$ cat src/rtl/fb_swap_ctrl_if.sv
// Ray-caster / frame-buffer control bundle between the sweep source and the swap controller.
// slave = controller side, master = ray caster / video timing side.
interface fb_swap_ctrl_if #(
    parameter int STAT_WIDTH = 16
);
    logic                  ray_valid_in;
    logic [15:0]           ray_address_in;
    logic                  ray_last_pixel_in;
    logic                  video_last_pixel_in;
    logic                  render_start_out;
    logic                  fb_wr_en_out;
    logic                  fb_wr_sel_out;
    logic                  fb_rd_sel_out;
    logic                  swap_out;
    logic [1:0]            state_out;
    logic [STAT_WIDTH-1:0] frames_rendered_out;
    logic [STAT_WIDTH-1:0] frames_repeated_out;

    modport slave (
        input  ray_valid_in, ray_address_in, ray_last_pixel_in, video_last_pixel_in,
        output render_start_out, fb_wr_en_out, fb_wr_sel_out, fb_rd_sel_out,
               swap_out, state_out, frames_rendered_out, frames_repeated_out
    );

    modport master (
        output ray_valid_in, ray_address_in, ray_last_pixel_in, video_last_pixel_in,
        input  render_start_out, fb_wr_en_out, fb_wr_sel_out, fb_rd_sel_out,
               swap_out, state_out, frames_rendered_out, frames_repeated_out
    );
endinterface

$ cat src/rtl/fb_swap_ctrl.sv
// Double-buffer swap controller: ray caster fills one buffer while video shows the other; swap at vsync.
// Latency: write enable is combinational; state/selects/pulses registered (1 cycle). No backpressure.
// FB_SWAP_STATS_EN adds saturating rendered/repeated frame counters; otherwise they read as 0.
module fb_swap_ctrl #(
    parameter int SCREEN_WIDTH  = 320,
    parameter int SCREEN_HEIGHT = 180,
    parameter int STAT_WIDTH    = 16
) (
    input  logic              pixel_clk_in,
    input  logic              rst_in,
    fb_swap_ctrl_if.slave     bus
);
    localparam logic [31:0] FB_PIXELS = 32'(SCREEN_WIDTH * SCREEN_HEIGHT);

    typedef enum logic [1:0] {
        IDLE       = 2'd0,
        RENDER     = 2'd1,
        WAIT_VSYNC = 2'd2,
        SWAP       = 2'd3
    } state_t;

    state_t state_q, state_d;
    logic   wr_sel_q, wr_sel_d;
    logic   render_start_q, render_start_d;

    always_comb begin
        state_d        = state_q;
        wr_sel_d       = wr_sel_q;
        render_start_d = 1'b0;
        unique case (state_q)
            IDLE: begin
                state_d        = RENDER;
                render_start_d = 1'b1;
            end
            RENDER: begin
                if (bus.ray_last_pixel_in) begin
                    state_d = bus.video_last_pixel_in ? SWAP : WAIT_VSYNC;
                end
            end
            WAIT_VSYNC: begin
                if (bus.video_last_pixel_in) begin
                    state_d = SWAP;
                end
            end
            SWAP: begin
                state_d        = RENDER;
                wr_sel_d       = ~wr_sel_q;
                render_start_d = 1'b1;
            end
            default: state_d = IDLE;
        endcase
    end

    always_ff @(posedge pixel_clk_in or negedge rst_in) begin
        if (!rst_in) begin
            state_q        <= IDLE;
            wr_sel_q       <= 1'b0;
            render_start_q <= 1'b0;
        end else begin
            state_q        <= state_d;
            wr_sel_q       <= wr_sel_d;
            render_start_q <= render_start_d;
        end
    end

    // The last pixel of a sweep is still a normal write, so only state and range gate it.
    assign bus.fb_wr_en_out     = bus.ray_valid_in && (state_q == RENDER) &&
                                  ({16'd0, bus.ray_address_in} < FB_PIXELS);
    assign bus.fb_wr_sel_out    = wr_sel_q;
    assign bus.fb_rd_sel_out    = ~wr_sel_q;
    assign bus.swap_out         = (state_q == SWAP);
    assign bus.state_out        = state_q;
    assign bus.render_start_out = render_start_q;

`ifdef FB_SWAP_STATS_EN
    logic [STAT_WIDTH-1:0] rendered_q, rendered_d;
    logic [STAT_WIDTH-1:0] repeated_q, repeated_d;

    always_comb begin
        rendered_d = rendered_q;
        repeated_d = repeated_q;
        if (state_q == RENDER) begin
            if (bus.ray_last_pixel_in) begin
                if (rendered_q != '1) rendered_d = rendered_q + 1'b1;
            end else if (bus.video_last_pixel_in) begin
                // Display wrapped with no fresh buffer: the old frame is shown again.
                if (repeated_q != '1) repeated_d = repeated_q + 1'b1;
            end
        end
    end

    always_ff @(posedge pixel_clk_in or negedge rst_in) begin
        if (!rst_in) begin
            rendered_q <= '0;
            repeated_q <= '0;
        end else begin
            rendered_q <= rendered_d;
            repeated_q <= repeated_d;
        end
    end

    assign bus.frames_rendered_out = rendered_q;
    assign bus.frames_repeated_out = repeated_q;
`else
    assign bus.frames_rendered_out = '0;
    assign bus.frames_repeated_out = '0;
`endif
endmodule

$ cat src/flat_wrapper.sv
// flat-port wrapper written by rule: the top's interface ports become plain ports
module fb_swap_ctrl_flat 
#(
    parameter int SCREEN_WIDTH  = 320,
    parameter int SCREEN_HEIGHT = 180,
    parameter int STAT_WIDTH    = 16
)
  (pixel_clk_in, rst_in, bus_ray_valid_in, bus_ray_address_in, bus_ray_last_pixel_in, bus_video_last_pixel_in, bus_render_start_out, bus_fb_wr_en_out, bus_fb_wr_sel_out, bus_fb_rd_sel_out, bus_swap_out, bus_state_out, bus_frames_rendered_out, bus_frames_repeated_out);
  fb_swap_ctrl_if #(.STAT_WIDTH(STAT_WIDTH)) bus_i ();
  input  logic pixel_clk_in;
  input  logic rst_in;
  input wire logic [$bits(bus_i.ray_valid_in)-1:0] bus_ray_valid_in;
  input wire logic [$bits(bus_i.ray_address_in)-1:0] bus_ray_address_in;
  input wire logic [$bits(bus_i.ray_last_pixel_in)-1:0] bus_ray_last_pixel_in;
  input wire logic [$bits(bus_i.video_last_pixel_in)-1:0] bus_video_last_pixel_in;
  output wire logic [$bits(bus_i.render_start_out)-1:0] bus_render_start_out;
  output wire logic [$bits(bus_i.fb_wr_en_out)-1:0] bus_fb_wr_en_out;
  output wire logic [$bits(bus_i.fb_wr_sel_out)-1:0] bus_fb_wr_sel_out;
  output wire logic [$bits(bus_i.fb_rd_sel_out)-1:0] bus_fb_rd_sel_out;
  output wire logic [$bits(bus_i.swap_out)-1:0] bus_swap_out;
  output wire logic [$bits(bus_i.state_out)-1:0] bus_state_out;
  output wire logic [$bits(bus_i.frames_rendered_out)-1:0] bus_frames_rendered_out;
  output wire logic [$bits(bus_i.frames_repeated_out)-1:0] bus_frames_repeated_out;
  assign bus_i.ray_valid_in = bus_ray_valid_in;
  assign bus_i.ray_address_in = bus_ray_address_in;
  assign bus_i.ray_last_pixel_in = bus_ray_last_pixel_in;
  assign bus_i.video_last_pixel_in = bus_video_last_pixel_in;
  assign bus_render_start_out = bus_i.render_start_out;
  assign bus_fb_wr_en_out = bus_i.fb_wr_en_out;
  assign bus_fb_wr_sel_out = bus_i.fb_wr_sel_out;
  assign bus_fb_rd_sel_out = bus_i.fb_rd_sel_out;
  assign bus_swap_out = bus_i.swap_out;
  assign bus_state_out = bus_i.state_out;
  assign bus_frames_rendered_out = bus_i.frames_rendered_out;
  assign bus_frames_repeated_out = bus_i.frames_repeated_out;
  fb_swap_ctrl #(.SCREEN_WIDTH(SCREEN_WIDTH), .SCREEN_HEIGHT(SCREEN_HEIGHT), .STAT_WIDTH(STAT_WIDTH)) u_core (.pixel_clk_in(pixel_clk_in), .rst_in(rst_in), .bus(bus_i));
endmodule
$ cat config.mk
export PLATFORM = sky130hd
export DESIGN_NAME = fb_swap_ctrl_flat
export DESIGN_NICKNAME = d
export VERILOG_FILES = /design/src/rtl/fb_swap_ctrl_if.sv /design/src/rtl/fb_swap_ctrl.sv /design/src/flat_wrapper.sv
export SDC_FILE = /design/constraint.sdc
export NUM_CORES = 1
export LEC_CHECK = 0
export CAP_MARGIN = 20
export CORE_MARGIN = 2
export CORE_UTILIZATION = 23
export CTS_BUF_LIST = sky130_fd_sc_hd__clkbuf_4 sky130_fd_sc_hd__clkbuf_8 sky130_fd_sc_hd__clkbuf_16
export DETAILED_ROUTE_END_ITERATION = 6
export PLACE_DENSITY = 0.76
export SLEW_MARGIN = 20
export SYNTH_ARGS = -nofsm -noshare
export SYNTH_HDL_FRONTEND = slang
export SYNTH_SLANG_ARGS = --single-unit
$ cat constraint.sdc
create_clock -name pixel_clk_in -period 1.2 [get_ports pixel_clk_in]
set_clock_uncertainty 0.2 [all_clocks]
set_input_delay 0.3 -clock pixel_clk_in [delete_from_list [all_inputs] [get_ports pixel_clk_in]]
set_output_delay 0.3 -clock pixel_clk_in [all_outputs]
set_load 0.01 [all_outputs]
# --- Word level (Yosys, flattened, before mapping) ---
# Cells that the tools add are included.
# Widths: inputs -> output; s select.
classes:
  magnitude_cmp: 1
  mux: 5
  n_bitwise: 1
  eq_ne: 5
  reduce_logical: 5
op_table:
  columns: ["cell", "n"]
  rows:
  - ["$lt 16x16->1 const B", 1]
  - ["$pmux 2 s3", 1]
  - ["$eq 2x2->1 const B", 2]
  - ["$mux 2", 2]
  - ["$ne 2x2->1 const B", 2]
  - ["$eq 2x1->1 const B", 1]
  - ["$logic_and 1x1->1", 2]
  - ["$logic_not 2->1", 1]
  - ["$mux 1", 2]
  - ["$reduce_and 2->1", 1]
  - ["$reduce_or 2->1", 1]
  - ["$not 1->1", 1]
word_totals:
  elab_cells: 20
  input_bits: 21
  out_inout_bits: 39
  reg_bits: 4

# --- Depth between registers and ports, before layout ---
depth:
  word_depth: 3
  ltp_mapped: 5
  ltp_nobuf: 5

# --- Worst setup path before layout ---
# Ideal clock, no wire load.
synth_path:
  path_kind: "flip-flop to output port"
  from: "register u_core.state_q[1] (netlist: u_core.bus.state_out[1])"
  to: "output port bus_fb_wr_en_out"
  t_arrival_ns: 0.903
  n_path_buf: 0
  slack_ns: -0.203
  t_required_ns: 0.700
  stages_incl_launch_ff: 5
  cell_sequence: "dfrtp_1 inv_1 ha_1 nand2_1 a41oi_2"
synth_between:
  elab_chain_cells: 3
synth_rtl:
  columns: ["item", "line", "rtl"]
  rows:
  - ["from (decl)", "fb_swap_ctrl.sv:22", "state_t state_q, state_d;"]
  - ["from (signal assigned)", "fb_swap_ctrl.sv:60", "state_q <= state_d;"]
  - ["$eq 2x1->1", "fb_swap_ctrl.sv:67", "assign bus.fb_wr_en_out = bus.ray_valid_in && (state_q == RENDER) &&"]
  - ["$logic_and 1x1->1 (2 in series)", "fb_swap_ctrl.sv:67", null]
  - ["to (decl)", "flat_wrapper.sv:17", "output wire logic [$bits(bus_i.fb_wr_en_out)-1:0] bus_fb_wr_en_out;"]
# No other way between the ends.

# --- Final worst setup path ---
# Same ends and word-level chain as after synthesis.

==> results.json <==
{
  "vdd_drop_max_mv": 1.31,
  "drc": 0,
  "final_nets": 117,
  "antenna_found_initial": 0,
  "yosys_warnings": 0,
  "area_growth_syn_to_layout_pct": 67.0,
  "tns_ps": -2740,
  "rows": 16,
  "dr.max_layer_used": "met4",
  "synth.distinct_cells": 14,
  "hpwl_um": 787,
  "finalMaxSlewViolations": 0,
  "crit_type": "register to output port",
  "yosys_register_bits": 4,
  "layout_setup_ws_ps": -471,
  "boundaryPins": 60,
  "cts_made_buffers": 3,
  "wl_met3_um": 144,
  "ys_seq_area_frac": 0.209,
  "diodes": 0,
  "powerDensity_nw_per_um2": 2040,
  "critPathRequiredTime_ps": 700,
  "wl_met1_um": 346,
  "cp_cell_sequence": "inv_2, ha_4, nand2_2, a41oi_2, buf_2",
  "via_per_inst": 3.37,
  "regArea_um2": 100,
  "whs_ps": 74.2,
  "die-area_um2": 2460,
  "cts_root_buf": "clkbuf_4",
  "routed_wl_mm": 1.15,
  "start_kind": "register",
  "grt_overflow": 0,
  "io_buffers": 19,
  "leakagePower_nw": 0.421,
  "r2r_slack_ps": -350,
  "drt_iter0_drc": 8,
  "grt_max_degree": 5,
  "die-height_um": 49.6,
  "setup_viol": 11,
  "grt_pass1_vias": 418,
  "postRouteAntennaNets": 0,
  "crit_slowest_cell": "dfrtp_1",
  "vias": 398,
  "die_w_um": 49.6,
  "max_freq_ghz": 0.598,
  "wire_per_inst_um": 9.77,
  "avgSynthCellArea_um2": 8.69,
  "hold_buffers": 0,
  "multi_input_area_um2": 307,
  "insertion_delay_ps": 240,
  "place_congestion": 0.638,
  "first_pass_iters": 4,
  "syn_area_um2": 478,
  "hold_class": "input pin to asynchronous set/reset pin",
  "drv_cap": 0,
  "path_clk_slew_ps": 40,
  "drive_gt1_frac": 0.418,
  "worstPathArrival_ps": 1170,
  "postSynthCellCount": 55,
  "htreeDepth": 1,
  "grt_pass1_wl_mm": 1.84,
  "rsz0062_at_grt": "true",
  "outcome": "finished with violations",
  "crit_fanout": 2,
  "cpPeakStageDelay_ps": 380,
  "fillers": 218,
  "track_usage": 0.101,
  "violations": "setup timing",
  "start_util": 0.244,
  "tritoncts": "built",
  "cts.sink_count": 4,
  "crit_path_end_kind": "output port",
  "clk_path_buf_depth": 2,
  "coreArea_um2": 1960,
  "wl_met2_um": 642,
  "fin_crit_sh": 1.39,
  "finalHoldViolCount": 0,
  "min_period_ps": 1670
}
-- where the power goes --
part / total (mW) / leakage, nW / switching (mW) / internal, mW
Clock: 0.176 / 0.0138 / 0.0639 / 0.112
Sequential: 0.244 / 0.0445 / 0.0426 / 0.202
Combinational: 1.21 / 0.363 / 0.494 / 0.714
-- through the flow --
| step | utilization | instance area, um^2 | setup WS, ps | total power [mW] | cells |
|---|---|---|---|---|---|
| 6_report | 0.407 | 798 | -471 | 1.63 | 118 |
| 5_1_grt | 0.407 | 798 | -546 | 1.75 | 118 |
| 4_1_cts | 0.386 | 758 | -533 | 1.52 | 118 |
| 3_5_place_dp | 0.313 | 614 | -1050 | 0.941 | 104 |
| 3_3_place_gp | 0.313 | 614 | -1050 | 0.916 | 104 |
| 2_1_floorplan | - | 601 | -203 | 0.615 | 86 |
-- cells in the mapped netlist --
cell / n / share of area
dfrtp_1: 4 / 0.21
ha_1: 3 / 0.079
conb_1: 1 / 0.0078
mux2i_1: 1 / 0.021
inv_1: 5 / 0.039
xor2_1: 1 / 0.018
o22ai_2: 1 / 0.026
a21oi_1: 1 / 0.010
nor2_1: 1 / 0.0078
nand2_1: 2 / 0.016
buf_4: 32 / 0.50
nor4b_1: 1 / 0.018
nor3_1: 1 / 0.010
a41oi_2: 1 / 0.034
-- flip-flops by register name, indices dropped and copies added, names as in the netlist --
signal and flops:
u_core.bus.state_out 2, u_core.bus.render_start_out 1, u_core.bus.fb_wr_sel_out 1
-- path summary, 6_finish.rpt --
kind / startpoint / endpoint / cells after the start
max in group asynchronous: rst_in / u_core.bus.state_out[1] / 1
setup / recovery: u_core.bus.state_out[1] / bus_fb_wr_en_out / 5
min in group pixel_clk_in: u_core.bus.fb_wr_sel_out / u_core.bus.fb_wr_sel_out / 3
hold / removal: rst_in / u_core.bus.render_start_out / 1
setup reg to reg: u_core.bus.state_out[1] / u_core.bus.state_out[0] / 6
hold reg to reg: u_core.bus.fb_wr_sel_out / u_core.bus.fb_wr_sel_out / 3
-- cell type report --
type                            count  area share
Clock buffer                        3      0.0282
Inverter                            5      0.0235
Multi-Input combinational cell     45       0.384
Sequential cell                     4       0.125
Tap cell                           27      0.0423
Timing Repair Buffer               34       0.397
-- timing repair --
action / 4_1_cts / 5_1_grt
pin swaps: 5 / 3
buffers inserted: 13 / 0
endpoints found under the setup margin: 10 / 11
hold endpoints to repair: 0 / 0
gates resized for setup: 49 / 9
-- critical path: cells and delay by family, from the launching register on --
family          cells  cell delay [ps]
flops               1              380
buf+inv             2              230
fa+ha+maj           1              140
compound gates      1              130
simple gates        1               50
-- logic make-up after synthesis --
kind of cell	after synthesis	share of synthesized area
fa+ha+maj	3	0.0785
other cells	1	0.00785
flops	4	0.209
mux	1	0.0209
xor+xnor	1	0.0183
compound gates	3	0.0707
buf+inv	37	0.542
simple gates	5	0.0523
-- cell usage in the layout (no fill, tap or decap) --
| cell | Yosys | final |
|---|---|---|
| dlymetal6s2s_1 | 0 | 2 |
| buf_6 | 0 | 10 |
| nor4b_4 | 0 | 1 |
| nor3_2 | 0 | 1 |
| a41oi_2 | 1 | 1 |
| ha_4 | 0 | 3 |
| inv_1 | 5 | 1 |
| mux2i_1 | 1 | 1 |
| nand2_2 | 0 | 1 |
| conb_1 | 1 | 32 |
| dlygate4sd2_1 | 0 | 3 |
| a21oi_2 | 0 | 1 |
| clkbuf_4 | 0 | 3 |
| buf_4 | 32 | 9 |
| xor2_1 | 1 | 1 |
| clkdlybuf4s50_1 | 0 | 7 |
| buf_2 | 0 | 3 |
| nor2_1 | 1 | 1 |
| o22ai_4 | 0 | 1 |
| inv_2 | 0 | 4 |
| nand2_1 | 2 | 1 |
| dfrtp_1 | 4 | 4 |
-- layer usage --
layer	up-vias	global-route usage
met1	178	0.0929
met4	0	0.0972
met3	4	0.0273
met5	-	0
met2	37	0.176
li1	179	-
Power figures use the tool's default switching activity.
